[config.mk]
export PLATFORM = sky130hd
export DESIGN_NAME = mem_arbiter
export DESIGN_NICKNAME = d
export VERILOG_FILES = /design/src/rtl/mem_arbiter.sv
export SDC_FILE = /design/constraint.sdc
export NUM_CORES = 1
export LEC_CHECK = 0
export ABC_AREA = 1
export BUFFER_PORTS_ARGS = -buffer_cell sky130_fd_sc_hd__clkbuf_2
export CAP_MARGIN = 40
export CELL_PAD_IN_SITES_DETAIL_PLACEMENT = 1
export CELL_PAD_IN_SITES_GLOBAL_PLACEMENT = 1
export CORE_ASPECT_RATIO = 0.7
export CORE_MARGIN = 8
export CORE_UTILIZATION = 19
export DETAILED_ROUTE_END_ITERATION = 10
export PLACE_DENSITY = 0.84
export SYNTH_ARGS = -nofsm -noshare
export SYNTH_HDL_FRONTEND = slang
export SYNTH_SLANG_ARGS = --single-unit
[constraint.sdc]
create_clock -name clk -period 1.9 [get_ports clk]
set_input_delay 0.095 -clock clk [delete_from_list [all_inputs] [get_ports clk]]
set_output_delay 0.095 -clock clk [all_outputs]
set_load 0.02 [all_outputs]
[src/rtl/mem_arbiter.sv]
// mem_arbiter: two-requester arbiter (instruction fetch and data port) in
// front of one shared single-port memory. Grants are issued combinationally
// in IDLE; a read moves to RESP where the read data is returned one cycle
// later to the owner of the pending read. Writes complete in the grant cycle.
module mem_arbiter #(
  parameter bit RR_EN      = 1'b0,
  parameter int STARVE_MAX = 4
) (
  input  logic        clk,
  input  logic        rst_n,
  // instruction-fetch port (read only)
  input  logic        if_req,
  input  logic [31:0] if_addr,
  output logic        if_ready,
  output logic        if_rvalid,
  output logic [31:0] if_rdata,
  // data port
  input  logic        d_req,
  input  logic        d_we,
  input  logic [31:0] d_addr,
  input  logic [31:0] d_wdata,
  input  logic [3:0]  d_wmask,
  output logic        d_ready,
  output logic        d_rvalid,
  output logic [31:0] d_rdata,
  // shared memory
  output logic [31:0] mem_addr,
  output logic [31:0] mem_wdata,
  output logic [3:0]  mem_wmask,
  output logic        mem_wen,
  output logic        mem_ren,
  input  logic [31:0] mem_rdata,
  // statistics
  output logic [15:0] conflict_cnt
);

  typedef enum logic {IDLE, RESP} state_t;
  typedef enum logic {OWN_FETCH, OWN_DATA} owner_t;

  // Streak counter only has to reach STARVE_MAX, so size it for that value.
  localparam int SW = (STARVE_MAX < 1) ? 1 : $clog2(STARVE_MAX + 1);
  localparam logic [SW-1:0] STREAK_LIM = SW'(STARVE_MAX);

  state_t        state, state_nxt;
  owner_t        owner, owner_nxt;            // owner of the pending read
  owner_t        last_grant, last_grant_nxt;  // round-robin history
  logic [SW-1:0] streak, streak_nxt;          // consecutive data grants vs waiting fetch
  logic [15:0]   conflict_nxt;

  logic both;
  logic grant_f;
  logic grant_d;

  // Arbitration: decide which requester (if any) is granted this cycle.
  // Grants are suppressed while reset is held so every output reads 0.
  // NOTE: every always_comb output gets a default first so no path through
  // the block leaves it unassigned, which would otherwise infer a latch.
  always_comb begin
    both    = if_req && d_req;
    grant_f = 1'b0;
    grant_d = 1'b0;
    if (rst_n && (state == IDLE)) begin
      if (both) begin
        if (RR_EN) grant_d = (last_grant == OWN_FETCH);
        else       grant_d = (streak != STREAK_LIM);
        grant_f = !grant_d;
      end else begin
        grant_f = if_req;
        grant_d = d_req;
      end
    end
  end

  // FSM next state, handshakes and memory drive for the granted requester.
  always_comb begin
    state_nxt = state;
    owner_nxt = owner;
    if_ready  = 1'b0;
    d_ready   = 1'b0;
    mem_addr  = 32'h0;
    mem_wdata = 32'h0;
    mem_wmask = 4'h0;
    mem_wen   = 1'b0;
    mem_ren   = 1'b0;
    unique case (state)
      IDLE: begin
        if (grant_f) begin
          if_ready  = 1'b1;
          mem_addr  = {if_addr[31:2], 2'b00};  // fetches are word aligned
          mem_ren   = 1'b1;
          owner_nxt = OWN_FETCH;
          state_nxt = RESP;
        end else if (grant_d) begin
          d_ready  = 1'b1;
          mem_addr = d_addr;
          if (d_we) begin
            // An all-zero mask is still a full write transaction.
            mem_wdata = d_wdata;
            mem_wmask = d_wmask;
            mem_wen   = 1'b1;
          end else begin
            mem_ren   = 1'b1;
            owner_nxt = OWN_DATA;
            state_nxt = RESP;
          end
        end
      end
      RESP: state_nxt = IDLE;
      default: state_nxt = IDLE;
    endcase
  end

  // Read-data return: valid only in RESP for the pending read's owner.
  always_comb begin
    if_rvalid = (state == RESP) && (owner == OWN_FETCH);
    d_rvalid  = (state == RESP) && (owner == OWN_DATA);
    if_rdata  = if_rvalid ? mem_rdata : 32'h0;
    d_rdata   = d_rvalid  ? mem_rdata : 32'h0;
  end

  // Fairness bookkeeping: starvation streak, last grant, contention count.
  always_comb begin
    if (grant_f || !if_req)                      streak_nxt = '0;
    else if (grant_d && (streak != STREAK_LIM))  streak_nxt = streak + 1'b1;
    else                                         streak_nxt = streak;

    if (grant_f)      last_grant_nxt = OWN_FETCH;
    else if (grant_d) last_grant_nxt = OWN_DATA;
    else              last_grant_nxt = last_grant;

    if ((state == IDLE) && both && (conflict_cnt != 16'hFFFF))
      conflict_nxt = conflict_cnt + 16'd1;
    else
      conflict_nxt = conflict_cnt;
  end

  // State registers; reset drops any pending read and clears statistics.
  // NOTE: sequential state uses non-blocking assignments so every register
  // samples the pre-edge values regardless of statement order.
  always_ff @(posedge clk or negedge rst_n) begin
    if (!rst_n) begin
      state        <= IDLE;
      owner        <= OWN_FETCH;
      last_grant   <= OWN_FETCH;
      streak       <= '0;
      conflict_cnt <= 16'h0;
    end else begin
      state        <= state_nxt;
      owner        <= owner_nxt;
      last_grant   <= last_grant_nxt;
      streak       <= streak_nxt;
      conflict_cnt <= conflict_nxt;
    end
  end

endmodule

After elaboration in Yosys (flattened, before gate mapping)
Cells that the tools add are included.

$add $sub $neg: 2. Equal/unequal tests: 3. Muxes and demuxes: 38. Bitwise gates (word level): 2. Reduce and logical (&&, ||, !) cells: 13.

Operators with widths (count): $mux W32 (9); $mux W1 (22); $add A16 B1 Y16 const B (1); $mux W4 (4); $ne A16 B16 Y1 const B (1); $logic_and A1 B1 Y1 (7); $mux W3 (2); $reduce_bool A2 Y1 (2); $add A3 B1 Y3 const B (1); $ne A3 B3 Y1 const B (1); $reduce_and A3 Y1 (1); $logic_not A1 Y1 (2); $ne A2 B1 Y1 const B (1); $not A1 Y1 (2); $pmux W1 S2 (1); $logic_or A1 B1 Y1 (1).

Bits in registers: 21. Bits of input ports: 137. Output and inout bits: 154.

Longest topological paths before layout
Depth in word-level cells: 8. Mapped depth: 9. Gate-level depth less buffers: 8.

Least setup slack after synthesis
No wires, ideal clock.

Path type: register to register. From: reg conflict_cnt[0]. To: reg conflict_cnt[0]. Library setup time: 117 ps. Arrival time: 1550 ps. Data required time: 1783 ps. Setup slack: 234 ps. Cell stages (with the launch flop): 10. Period minus slack after synthesis: 1666 ps. Cells stage by stage: dfrtp_1 -> ha_1 -> nand2_1 -> nor2_1 -> nand2_2 -> o21ai_4 -> inv_2 -> buf_6 -> nand2_1 -> nand2_1.

Word-level cells in the longest chain between the ends: 2.

RTL lines: start, declared (RTL line 34) `output logic [15:0] conflict_cnt`; start signal, assigned (RTL line 152) `conflict_cnt <= conflict_nxt;`; parallel branches: the longest is 2 deep, another holds $add A16 B1 Y16.

Several ways; the timed one is not identified. A chain may end at the register's enable or synchronous reset.

Worst setup path after layout
From: reg streak[0]. To: out mem_addr[3].

Word-level cells in the longest chain between the ends: 8.

RTL lines: start, declared (RTL line 47) `logic [SW-1:0] streak, streak_nxt;`; start signal, assigned (RTL line 151) `streak <= streak_nxt;`; $ne A3 B3 Y1 * (RTL line 65) `else grant_d = (streak != STREAK_LIM);`; $mux W1 * (RTL line 63) `if (both) begin`; $mux W1 * (RTL line 62) `if (rst_n && (state == IDLE)) begin`; $mux W1 / $logic_not A1 Y1 (equally long branches) (RTL line 63, 66); $mux W1, on equally long branches (RTL line 62, 63); $mux W32 / $mux W1 (equally long branches) (RTL line 93, 62); $mux W32 * (RTL line 87) `if (grant_f) begin`; $mux W32 * (RTL line 85) `unique case (state)`; end, declared (RTL line 27) `output logic [31:0] mem_addr,`.

Mark *: on every way between the ends. The rest lies on a longest branch, timed or not. The select of a mux whose other input is x is not followed.

==> reports/results.txt <==
Synth area leader - dfrtp_1
Post-synth cell types - 24
Non-filler cells, final - 858
DR DRC count - 0
Number of fill cells in the layout - 1689
Count leader, synth - nor2_1
Worst-path clk slew - 0.05 ns
Die Footprint - 16100 sq um
N_diodes - 0
DPL Wire Length - 11600 microns
Slew HR - 0.711
Status - finished, final reports clean
Core area - 12200 sq um
Via density - 4.29
CTS Sinks - 21
Fin crit period - 1.85 ns
Fmax - 541 MHz
Setup Total Neg Slack - 0 ns
Layout cell share with drive strength beyond 1 - 0.474
First-pass GRT wire length - 20200 microns
Placed Cells - 848
Mapped Nets - 550
Antenna violations before repair - 0
Die H - 109 microns
Final hold violation count - 0
Worst min-delay path class - in -> reg
Overflow after GRT - 0
Number of global-route vias before repair - 3792
H-tree depth - 1
CTS Root Cell - clkbuf_16
Area delta synth->final - 78.8%
Pwr Total - 0.00201 W
Fin util - 0.341
FF+latch count, synth - 21
Setup-failing EPs final - 0
Crit end category - primary output
Startpoint Class - flop
Net count, final - 837
Initial Utilization - 0.191
Final Skew - 0.00382 ns
Port Buffer Count - 288
IO Count - 291
Peak VDD IR - 0.000367 V
Post-synth top area share - 0.225
Main synth FF type - dfrtp_1
Async SR Flop Fraction - 1.00
Leakage - 2.61 nW
Row count - 34
Maximum number of pins on one net before global-route repair - 34
Drt wl/cell - 15.8 microns
Number of max-cap violations - 0
First-pass iteration count of the detailed router - 4
Post-synth EDFFs - 0
Slew Limit Fails - 0
Most instantiated cells after synthesis - nor2_1 (119), nand2_1 (108), inv_1 (54)
RePlAce Congestion - 0.799
Global-route usage over all layers - 0.153
Inserted Clock Buffers - 3
Via count - 3685
Max Root-Sink Buffers - 2
Period utilisation layout - 0.973
RSZ-0062 raised after global routing - true
Initial DRC Count - 195
Synthesized area - 2330 sq um
CTS tree - done
Cells after Synth - 410
Synth Warn # - 0
Worst EP arrival - 1.75 ns
Die W - 148 microns
Syn Area/Cell - 5.69 sq um
Post-route ant nets - 0
Latest clock arrival within the worst-skew pair - 0.25 ns
Drt total wl - 13600 microns
Setup CP Type - reg -> out
Crit-path max FO - 16
Leading post-synthesis cells by cell area - dfrtp_1 (23%), nor2_1 (19%), nand2_1 (17%)
Hold slack final - 0.154 ns
Sequential fraction of the synthesis area - 0.225
Data required, critical path - 1.80 ns
Power per cell area - 482 nW/um^2
Worst slew pin tran - 0.433 ns
placed cells by master, fill, tap and decap left out, types with 4 or more instances in the layout:
| master | synthesis | layout |
|---|---|---|
| a22o_1 | 30 | 29 |
| nand2_2 | 4 | 5 |
| inv_1 | 54 | 52 |
| dfrtp_1 | 21 | 21 |
| nand2_1 | 108 | 107 |
| xnor2_1 | 6 | 6 |
| nor2_1 | 119 | 118 |
| nand3_1 | 13 | 13 |
| buf_4 | 1 | 12 |
| inv_2 | 4 | 6 |
| o21ai_0 | 6 | 6 |
| nand4_1 | 7 | 7 |
| clkbuf_2 | 0 | 282 |
| nor2_2 | 3 | 4 |
layout make-up:
cell class | count | area [sq um] | area share
Sequential cell | 21 | 526 | 0.126
Multi-Input combinational cell | 308 | 1510 | 0.362
Tap cell | 162 | 203 | 0.0486
Timing Repair Buffer | 305 | 1630 | 0.392
Clock buffer | 4 | 78.8 | 0.0189
Inverter | 58 | 218 | 0.0522
critical path, stage by stage (launching register included):
cell and delay (ns):
dfrtp_1 0.38, inv_2 0.08, ha_4 0.15, nand2_2 0.07, o21ai_4 0.16, inv_2 0.09, buf_12 0.16, a22o_1 0.22
buf_2 0.17
state kept, by name, indices dropped and copies added (netlist names):
register	cells
owner	1
streak	3
state	1
conflict_cnt	16
stage by stage:
step                      worst slack [ns]  instance area, sq um
after detailed placement             0.210                  3970
after floorplan                      0.234                  2330
final                               0.0520                  4170
after global placement               0.249                  3970
after global routing               -0.0136                  4170
after CTS                           0.0395                  4170
path summary, 6_finish.rpt:
path / start / to / slack (ns) / cells after the start
worst min-delay path: if_req / streak[2] / 0.15 / 3
min in group asynchronous: rst_n / owner / 0.21 / 2
worst max-delay path: streak[0] / mem_addr[3] / 0.05 / 8
worst max register to register: conflict_cnt[1] / conflict_cnt[14] / 0.21 / 8
max in group asynchronous: rst_n / conflict_cnt[0] / 1.22 / 3
worst min register to register: owner / owner / 0.54 / 2
power breakdown:
group | switching [W] | internal (W) | leakage (nW)
Clock | 0.000161 | 0.000286 | 0.0382
Combinational | 0.000615 | 0.000382 | 2.29
Sequential | 0.0000709 | 0.000493 | 0.285
layer usage:
metal	share of wire	GRT usage	vias up
li1	-	-	1826
met1	0.40	0.174	1675
met2	0.49	0.274	168
met3	0.099	0.0543	16
met4	0.016	0.0355	0
met5	0	0	-
timing repair:
item                                    CTS  global route
hold buffers                              1             0
pin swaps                                 1             1
gates cloned                              1             0
endpoints found under the hold margin    21             0
setup buffers                             5             0
endpoints found under the setup margin   28            46
gates resized for setup                  14             4
logic make-up after synthesis:
family | Yosys count | share of synthesized area
and+or+nand+nor | 257 | 0.444
adders and majority gates | 3 | 0.0161
DFF | 21 | 0.225
buffers and inverters | 81 | 0.143
AOI/OAI and AO/OA | 40 | 0.141
xor gates and xnor gates | 8 | 0.0301
Power figures use the tool's default switching activity.
